**config.mk**
```make
export PLATFORM = sky130hd
export DESIGN_NAME = cnn_stage_sequencer
export DESIGN_NICKNAME = d
export VERILOG_FILES = /design/src/rtl/cnn_stage_sequencer.sv
export SDC_FILE = /design/constraint.sdc
export NUM_CORES = 1
export LEC_CHECK = 0
export CAP_MARGIN = 20
export CELL_PAD_IN_SITES_DETAIL_PLACEMENT = 0
export CELL_PAD_IN_SITES_GLOBAL_PLACEMENT = 1
export CORE_ASPECT_RATIO = 0.75
export CORE_UTILIZATION = 45
export CTS_CLUSTER_DIAMETER = 40
export DETAILED_ROUTE_END_ITERATION = 6
export PLACE_DENSITY = 0.85
export SLEW_MARGIN = 10
export SYNTH_ARGS = -nofsm -noshare
export SYNTH_HDL_FRONTEND = slang
export SYNTH_SLANG_ARGS = --single-unit
```
**constraint.sdc**
```tcl
create_clock -name clk -period 3.86 [get_ports clk]
set_input_delay 1.158 -clock clk [delete_from_list [all_inputs] [get_ports clk]]
set_output_delay 1.158 -clock clk [all_outputs]
set_load 0.005 [all_outputs]
```
**src/rtl/cnn_stage_sequencer.sv**
```systemverilog
// Layer scheduler for the CNN pipeline: flushes the stage engines, launches each
// stage in order, waits for its done under a watchdog and records per-stage WAIT cycles.
module cnn_stage_sequencer #(
  parameter int NUM_STAGES     = 4,
  parameter int TIMEOUT_CYCLES = 1048576,
  parameter int FLUSH_CYCLES   = 2,
  parameter int CNT_W          = 32
) (
  input  logic                          clk,
  input  logic                          resetn,
  input  logic                          start,
  input  logic                          abort,
  input  logic [NUM_STAGES-1:0]         stage_done,
  output logic [NUM_STAGES-1:0]         stage_start,
  output logic                          stage_rst_n,
  output logic                          busy,
  output logic                          done,
  output logic                          error,
  output logic [$clog2(NUM_STAGES)-1:0] err_stage,
  output logic [$clog2(NUM_STAGES)-1:0] cur_stage,
  input  logic [$clog2(NUM_STAGES)-1:0] perf_sel,
  output logic [CNT_W-1:0]              perf_cycles
);

  localparam int SEL_W = $clog2(NUM_STAGES);
  localparam int WD_W  = $clog2(TIMEOUT_CYCLES + 1);
  localparam int FL_W  = (FLUSH_CYCLES > 1) ? $clog2(FLUSH_CYCLES) : 1;
  localparam logic [SEL_W-1:0] LAST_STAGE = SEL_W'(NUM_STAGES - 1);
  localparam logic [WD_W-1:0]  WD_LAST    = WD_W'(TIMEOUT_CYCLES - 1);
  localparam logic [FL_W-1:0]  FL_LAST    = FL_W'(FLUSH_CYCLES - 1);
  localparam logic [CNT_W-1:0] CNT_MAX    = {CNT_W{1'b1}};

  typedef enum logic [2:0] {
    S_IDLE   = 3'd0,
    S_FLUSH  = 3'd1,
    S_LAUNCH = 3'd2,
    S_WAIT   = 3'd3,
    S_NEXT   = 3'd4,
    S_DONE   = 3'd5,
    S_ERROR  = 3'd6
  } state_t;

  state_t                  r_state;
  state_t                  w_next_state;
  logic [FL_W-1:0]         r_flush_cnt;
  logic                    r_abort;
  logic [WD_W-1:0]         r_wdog;
  logic [CNT_W-1:0]        r_cnt [NUM_STAGES];
  logic [SEL_W-1:0]        r_cur_stage;
  logic [SEL_W-1:0]        r_err_stage;
  logic [NUM_STAGES-1:0]   r_stage_start;
  logic                    r_stage_rst_n;
  logic                    r_busy;
  logic                    r_done;
  logic                    r_error;

  logic                    w_cur_done;
  logic                    w_wd_expire;
  logic                    w_start_go;
  logic                    w_abort_go;
  logic [SEL_W-1:0]        w_next_cur;
  logic [NUM_STAGES-1:0]   w_stage_start_d;
  logic                    w_stage_rst_n_d;
  logic                    w_busy_d;
  logic                    w_done_d;
  logic                    w_error_d;

  assign w_cur_done  = stage_done[r_cur_stage];
  assign w_wd_expire = (r_wdog == WD_LAST);
  assign w_start_go  = start && ((r_state == S_IDLE) || (r_state == S_DONE) || (r_state == S_ERROR));
  assign w_abort_go  = abort && ((r_state == S_LAUNCH) || (r_state == S_WAIT) || (r_state == S_NEXT));

  always_ff @(posedge clk or negedge resetn) begin
    if (!resetn) begin
      r_state <= S_IDLE;
    end else begin
      r_state <= w_next_state;
    end
  end

  // abort outranks a same-cycle done; done in the last watchdog cycle outranks the timeout
  always_comb begin
    w_next_state = r_state;
    case (r_state)
      S_IDLE:   if (start) w_next_state = S_FLUSH; else w_next_state = S_IDLE;
      S_FLUSH: begin
        if (r_flush_cnt == FL_LAST) w_next_state = r_abort ? S_IDLE : S_LAUNCH;
        else                        w_next_state = S_FLUSH;
      end
      S_LAUNCH: if (abort) w_next_state = S_FLUSH; else w_next_state = S_WAIT;
      S_WAIT: begin
        if (abort)                   w_next_state = S_FLUSH;
        else if (w_cur_done)         w_next_state = (r_cur_stage == LAST_STAGE) ? S_DONE : S_NEXT;
        else if (w_wd_expire)        w_next_state = S_ERROR;
        else                         w_next_state = S_WAIT;
      end
      S_NEXT:   if (abort) w_next_state = S_FLUSH; else w_next_state = S_LAUNCH;
      S_DONE:   if (start) w_next_state = S_FLUSH; else w_next_state = S_DONE;
      S_ERROR:  if (start) w_next_state = S_FLUSH; else w_next_state = S_ERROR;
      default:  w_next_state = S_IDLE;
    endcase
  end

  // Outputs are decoded from the next state so the registered copies line up with it
  always_comb begin
    if (w_start_go) begin
      w_next_cur = '0;
    end else if ((r_state == S_NEXT) && !abort) begin
      w_next_cur = r_cur_stage + SEL_W'(1);
    end else begin
      w_next_cur = r_cur_stage;
    end
    if (w_next_state == S_LAUNCH) begin
      w_stage_start_d = NUM_STAGES'(1'b1) << w_next_cur;
    end else begin
      w_stage_start_d = '0;
    end
    w_stage_rst_n_d = (w_next_state != S_FLUSH);
    w_busy_d        = (w_next_state == S_FLUSH) || (w_next_state == S_LAUNCH) ||
                      (w_next_state == S_WAIT)  || (w_next_state == S_NEXT);
    w_done_d        = (w_next_state == S_DONE);
    w_error_d       = (w_next_state == S_ERROR);
  end

  always_ff @(posedge clk or negedge resetn) begin
    if (!resetn) begin
      r_stage_start <= '0;
      r_stage_rst_n <= 1'b1;
      r_busy        <= 1'b0;
      r_done        <= 1'b0;
      r_error       <= 1'b0;
      r_cur_stage   <= '0;
      r_err_stage   <= '0;
    end else begin
      r_stage_start <= w_stage_start_d;
      r_stage_rst_n <= w_stage_rst_n_d;
      r_busy        <= w_busy_d;
      r_done        <= w_done_d;
      r_error       <= w_error_d;
      r_cur_stage   <= w_next_cur;
      if ((r_state == S_WAIT) && (w_next_state == S_ERROR)) begin
        r_err_stage <= r_cur_stage;
      end
    end
  end

  always_ff @(posedge clk or negedge resetn) begin
    if (!resetn) begin
      r_flush_cnt <= '0;
      r_abort     <= 1'b0;
      r_wdog      <= '0;
    end else begin
      if ((r_state == S_FLUSH) && (w_next_state == S_FLUSH)) r_flush_cnt <= r_flush_cnt + FL_W'(1);
      else                                                  r_flush_cnt <= '0;
      if (w_abort_go)                                        r_abort <= 1'b1;
      else if ((r_state == S_FLUSH) && (w_next_state != S_FLUSH)) r_abort <= 1'b0;
      if (r_state == S_LAUNCH)     r_wdog <= '0;
      else if (r_state == S_WAIT)  r_wdog <= r_wdog + WD_W'(1);
    end
  end

  // Per-stage WAIT-cycle counters, cleared on every run request and saturating
  always_ff @(posedge clk or negedge resetn) begin
    if (!resetn) begin
      for (int i = 0; i < NUM_STAGES; i++) r_cnt[i] <= '0;
    end else if (w_start_go) begin
      for (int i = 0; i < NUM_STAGES; i++) r_cnt[i] <= '0;
    end else if ((r_state == S_WAIT) && (r_cnt[r_cur_stage] != CNT_MAX)) begin
      r_cnt[r_cur_stage] <= r_cnt[r_cur_stage] + CNT_W'(1);
    end
  end

  always_comb begin
    if (int'(perf_sel) < NUM_STAGES) perf_cycles = r_cnt[perf_sel];
    else                             perf_cycles = '0;
  end

  assign stage_start = r_stage_start;
  assign stage_rst_n = r_stage_rst_n;
  assign busy        = r_busy;
  assign done        = r_done;
  assign error       = r_error;
  assign err_stage   = r_err_stage;
  assign cur_stage   = r_cur_stage;

endmodule

```
Word-level counts from Yosys, hierarchy flattened

Index checks and enable logic that the tools add are counted.

Add/subtract/negate cells: 4
Magnitude comparators: 4
Equality and inequality tests: 16
Shift-type cells: 1
Muxes and demuxes: 33
Bitwise gates (word level): 2
Reduce and logical (&&, ||, !) cells: 20

Operator list:

| kind                                                  | count |
|---|---|
| 2-to-1 mux 128 bit                                    | 2 |
| 2-to-1 mux 32 bit                                     | 5 |
| binary-select mux 32 bit (select 2 bit)               | 2 |
| bitwise mux 128 bit                                   | 1 |
| demux 32 bit (select 2 bit)                           | 1 |
| 2-to-1 mux 21 bit                                     | 2 |
| adder 32 x 1 -> 32 bit, second input constant         | 1 |
| != test 32 bit, second input constant                 | 1 |
| adder 21 x 1 -> 21 bit, second input constant         | 1 |
| equality test 21 x 20 -> 1 bit, second input constant | 1 |
| case mux 3 bit (7 select lines)                       | 1 |
| equality test 3 bit, second input constant            | 6 |
| 2-to-1 mux 3 bit                                      | 5 |
| equality test 3 x 2 -> 1 bit, second input constant   | 4 |
| 2-to-1 mux 2 bit                                      | 6 |
| logical AND 1 bit                                     | 8 |
| logical OR 1 bit                                      | 7 |
| equality test 3 x 1 -> 1 bit, second input constant   | 2 |
| >= comparator 3 bit, second input constant            | 2 |
| 2-to-1 mux 1 bit                                      | 6 |
| NOT 2 -> 3 bit                                        | 2 |
| nonzero test 2 bit                                    | 3 |
| 2-to-1 mux 4 bit                                      | 1 |
| left shift 1 x 2 -> 4 bit, first input constant       | 1 |
| 9 further kinds                                       | 9 |

Bits in registers: 166
Input port bits: 10
Output and inout port bits: 44

Depth between registers and ports, before layout

Depth in word-level cells: 9
Mapped depth: 13
Mapped depth without buffers: 8

Worst setup path after synthesis

OpenSTA, ideal clock, no wires.

Path kind: input-to-output
From: input perf_sel[0]
To: output perf_cycles[10]
Arrival: 2.490 ns
Data required time: 2.702 ns
Slack: 0.212 ns
Cell stages on the path: 3
Path buffers: 2
Cells stage by stage: clkbuf_1 -> buf_1 -> mux4_2

Longest elaborated chain between the ends: 4

RTL lines:

| item                                                  | RTL line | RTL |
|---|---|---|
| start, declared                                       | 21       | `input logic [$clog2(NUM_STAGES)-1:0] perf_sel,` |
| NOT 2 -> 3 bit (implied by the code)                  | 174      | `if (int'(perf_sel) < NUM_STAGES) perf_cycles = r_cnt[perf_sel];` |
| binary-select mux 32 bit (select 2 bit)               | 174      |  |
| 2-to-1 mux 32 bit (implied by the code) (2 in series) | 174      |  |
| end, declared                                         | 22       | `output logic [CNT_W-1:0] perf_cycles` |

No other way between the ends. The select of a mux whose other input is x is not followed.

Worst setup path in the final report

From: input perf_sel[0]
To: output perf_cycles[28]

Same word-level chain as after synthesis.

==> impl_metrics.yaml <==
final_layout:
  n_antenna_cell: 0
  syn_to_final_growth_pct: 14.5
  finalNetCount: 863
  drive_gt1_share_pct: 17.0
  finish.utilization_pct: 53.5
drt:
  ant_nets: 0
  vias: 6643
  drc_errors: 0
  viasPerCell: 5.82
  wire_per_inst_um: 19.6
  drt_wl_total_mm: 22.4
  drt_first_iter_violations: 621
  dr.pass1.iters: 5
clocking:
  cts_sinks: 166
  cts-root-buf: "clkbuf_16"
  clockBufferDepth: 2
  cts_tree: "yes"
  clk_pin_slew_ns: 0.07
  htree_levels: 4
  postCtsHoldBufs: 0
  clk_latency_ns: 0.44
  post_cts_buffers: 0
  post_cts_resized: 0
  cts_buffers: 17
floorplan:
  fp-row-count: 45
  coreArea_um2: 20600
  die_area_um2: 21900
  die_w_um: 171
  start_util_pct: 46.7
  io_pins: 54
  die_h_um: 128
setup_path:
  cp-end-kind: "output pin"
  cp_cell_sequence: "buf_2, buf_12, mux4_2, clkdlybuf4s50_1"
  critPathLaunch: "perf_sel[0]"
  r2r-start: "cur_stage[0]$_DFF_PN0_"
  arrival_ns: 2.51
  path_delay_family: "buffers and inverters"
  worst-path-buf-inv: 3
  cpPeakStageDelay_ns: 0.54
  start_kind: "input pin"
  crit_fanout: 16
  rrSetupSlack_ns: 0.66
  worstSetupPathType: "in -> out"
  cp_slowest_cell: "mux4_2"
  cp.required_ns: 2.70
synth:
  synth_top_family_by_area: "multiplexers"
  synth_xor_area_share_pct: 3.10
  ys_seq_elements: 166
  yosysWarningCount: 0
  synthSimpleGateAreaFrac_pct: 13.4
  synth_edf_count: 0
  synth.area.mux_share_pct: 29.3
  syn_avg_cell_area_um2: 11.9
  synthArstFlopShare_pct: 100
  syn_inst: 805
  syn_area_um2: 9600
  synth_compound_area_share_pct: 4.77
  synth_seq_area_share_pct: 43.3
  synth_fa_ha_area_share_pct: 0.782
  synthTopCellsByArea: "dfrtp_1, mux4_2, mux2i_1"
  synth.distinct_cells: 59
  synth_fp_nets: 821
  ys.flop_type: "dfrtp_1"
  yosys.area.top_type_share_pct: 43.0
  yosysMostFrequentCell: "dfrtp_1"
  synth_common_cells: "dfrtp_1, nand2_1, mux2i_1, mux4_2, nor2_1"
  synth_top_cell_by_area: "dfrtp_1"
global_routing:
  grt.total_usage_pct: 21.8
  grt_max_degree: 71
  grt_pass1_wl_mm: 36.6
  grt_pass1_vias: 6511
  antenna_found_initial: 0
  grt.overflow.total: 0
pwr:
  irDropWorstVdd_mv: 0.291
  p_leak_uw: 0.00520
  finalPower_uw: 4690
  powerDensity_nw_per_um2: 427
placement:
  routabilityCongestion: 0.790
  post-place-ws_ns: 0.173
  dp_hpwl_mm: 15.2
  portBuffers: 53
sta:
  fmax_mhz: 273
  period_needed_ns: 3.66
  finalWorstSetupSlack_ns: 0.197
  max_slew_margin_pct: 40.9
  finalMaxSlewViolations: 0
  fin_skew_ns: 0.0115
  setup_viol_count_final: 0
  rsz0062_at_grt: "false"
  period_share_pct: 94.9
  final-hold-violation-count: 0
  tightestPinTransition_ns: 0.882
  fin_tns_setup_ns: 0
outcome:
  status: "completed"
job:
  maxCapViolations: 0
min_path:
  hp-class: "reg -> reg"
  worstHoldStart: "r_flush_cnt$_DFF_PN0_"
==> per-layer routing <==
layer / part of all wire, % / GRT usage [%] / wire [um]
met1: 49 / 33.1 / 11100
met2: 44 / 31.5 / 9880
met3: 5.3 / 4.61 / 1200
met4: 1.3 / 5.83 / 284
met5: 0 / 0 / 0
==> path summary, 6_finish.rpt <==
kind / to / depth (start not counted)
max: perf_cycles[28] / 4
min: r_flush_cnt$_DFF_PN0_ / 1
max reg2reg: r_cnt[29]$_DFFE_PN0P_ / 9
min reg2reg: r_flush_cnt$_DFF_PN0_ / 1
max in group asynchronous: r_cnt[51]$_DFFE_PN0P_ / 2
min in group asynchronous: r_cnt[89]$_DFFE_PN0P_ / 1
==> sequential cells by signal, summed over array words and instances, names as in the netlist, 2 cells and up <==
register	cells
cur_stage	2
err_stage	2
r_cnt	128
r_state	3
r_wdog	21
stage_start	4
==> final cells by class <==
type	instances	area [um^2]
clock buffer	19	453
clock inverter	13	146
fill	1750	9560
inverter	12	45.0
multi-input combinational	570	4940
sequential	166	4160
tap	282	353
timing repair buffer	80	900
==> where the power goes <==
group	total, uW	switching (uW)	internal (uW)
sequential	1950	121	1830
clock	1740	746	995
combinational	1000	595	409
total	4690	1460	3230
==> cell usage in the layout (no fill, tap or decap), types with 14 or more instances in the layout <==
cell type,synthesis,layout
nor2_1,30,30
mux2i_1,128,128
o21ai_0,17,17
clkbuf_16,0,17
dfrtp_1,165,163
nand2_1,157,157
buf_12,5,14
nand3_1,19,19
xnor2_1,22,22
clkdlybuf4s50_1,0,50
mux4_2,58,58
==> kinds of logic (layout without fill, tap and decap cells) <==
| group | after synthesis | in the layout |
|---|---|---|
| buffers and inverters | 69 | 124 |
| xor gates and xnor gates | 34 | 34 |
| adders and majority gates | 6 | 6 |
| DFF | 166 | 166 |
| AOI/OAI and AO/OA | 59 | 59 |
| muxes | 197 | 197 |
| and+or+nand+nor | 274 | 274 |
==> through the flow <==
stage	hold slack, ns	std cells	cell area, um^2
2_1_floorplan	0.417	805	9600
3_3_place_gp	0.462	1110	10400
3_5_place_dp	0.443	1110	10400
4_1_cts	0.460	1142	11000
5_1_grt	0.462	1142	11000
6_report	0.460	1142	11000
==> worst reg2reg max path, delay by kind of cell, from the launching register on <==
kind / cells / cell delay [ns]
and+or+nand+nor: 4 / 0.70
buffers and inverters: 3 / 0.78
muxes: 1 / 0.73
DFF: 1 / 0.62
AOI/OAI and AO/OA: 1 / 0.28
No activity file was read; power rests on OpenSTA's default activity.
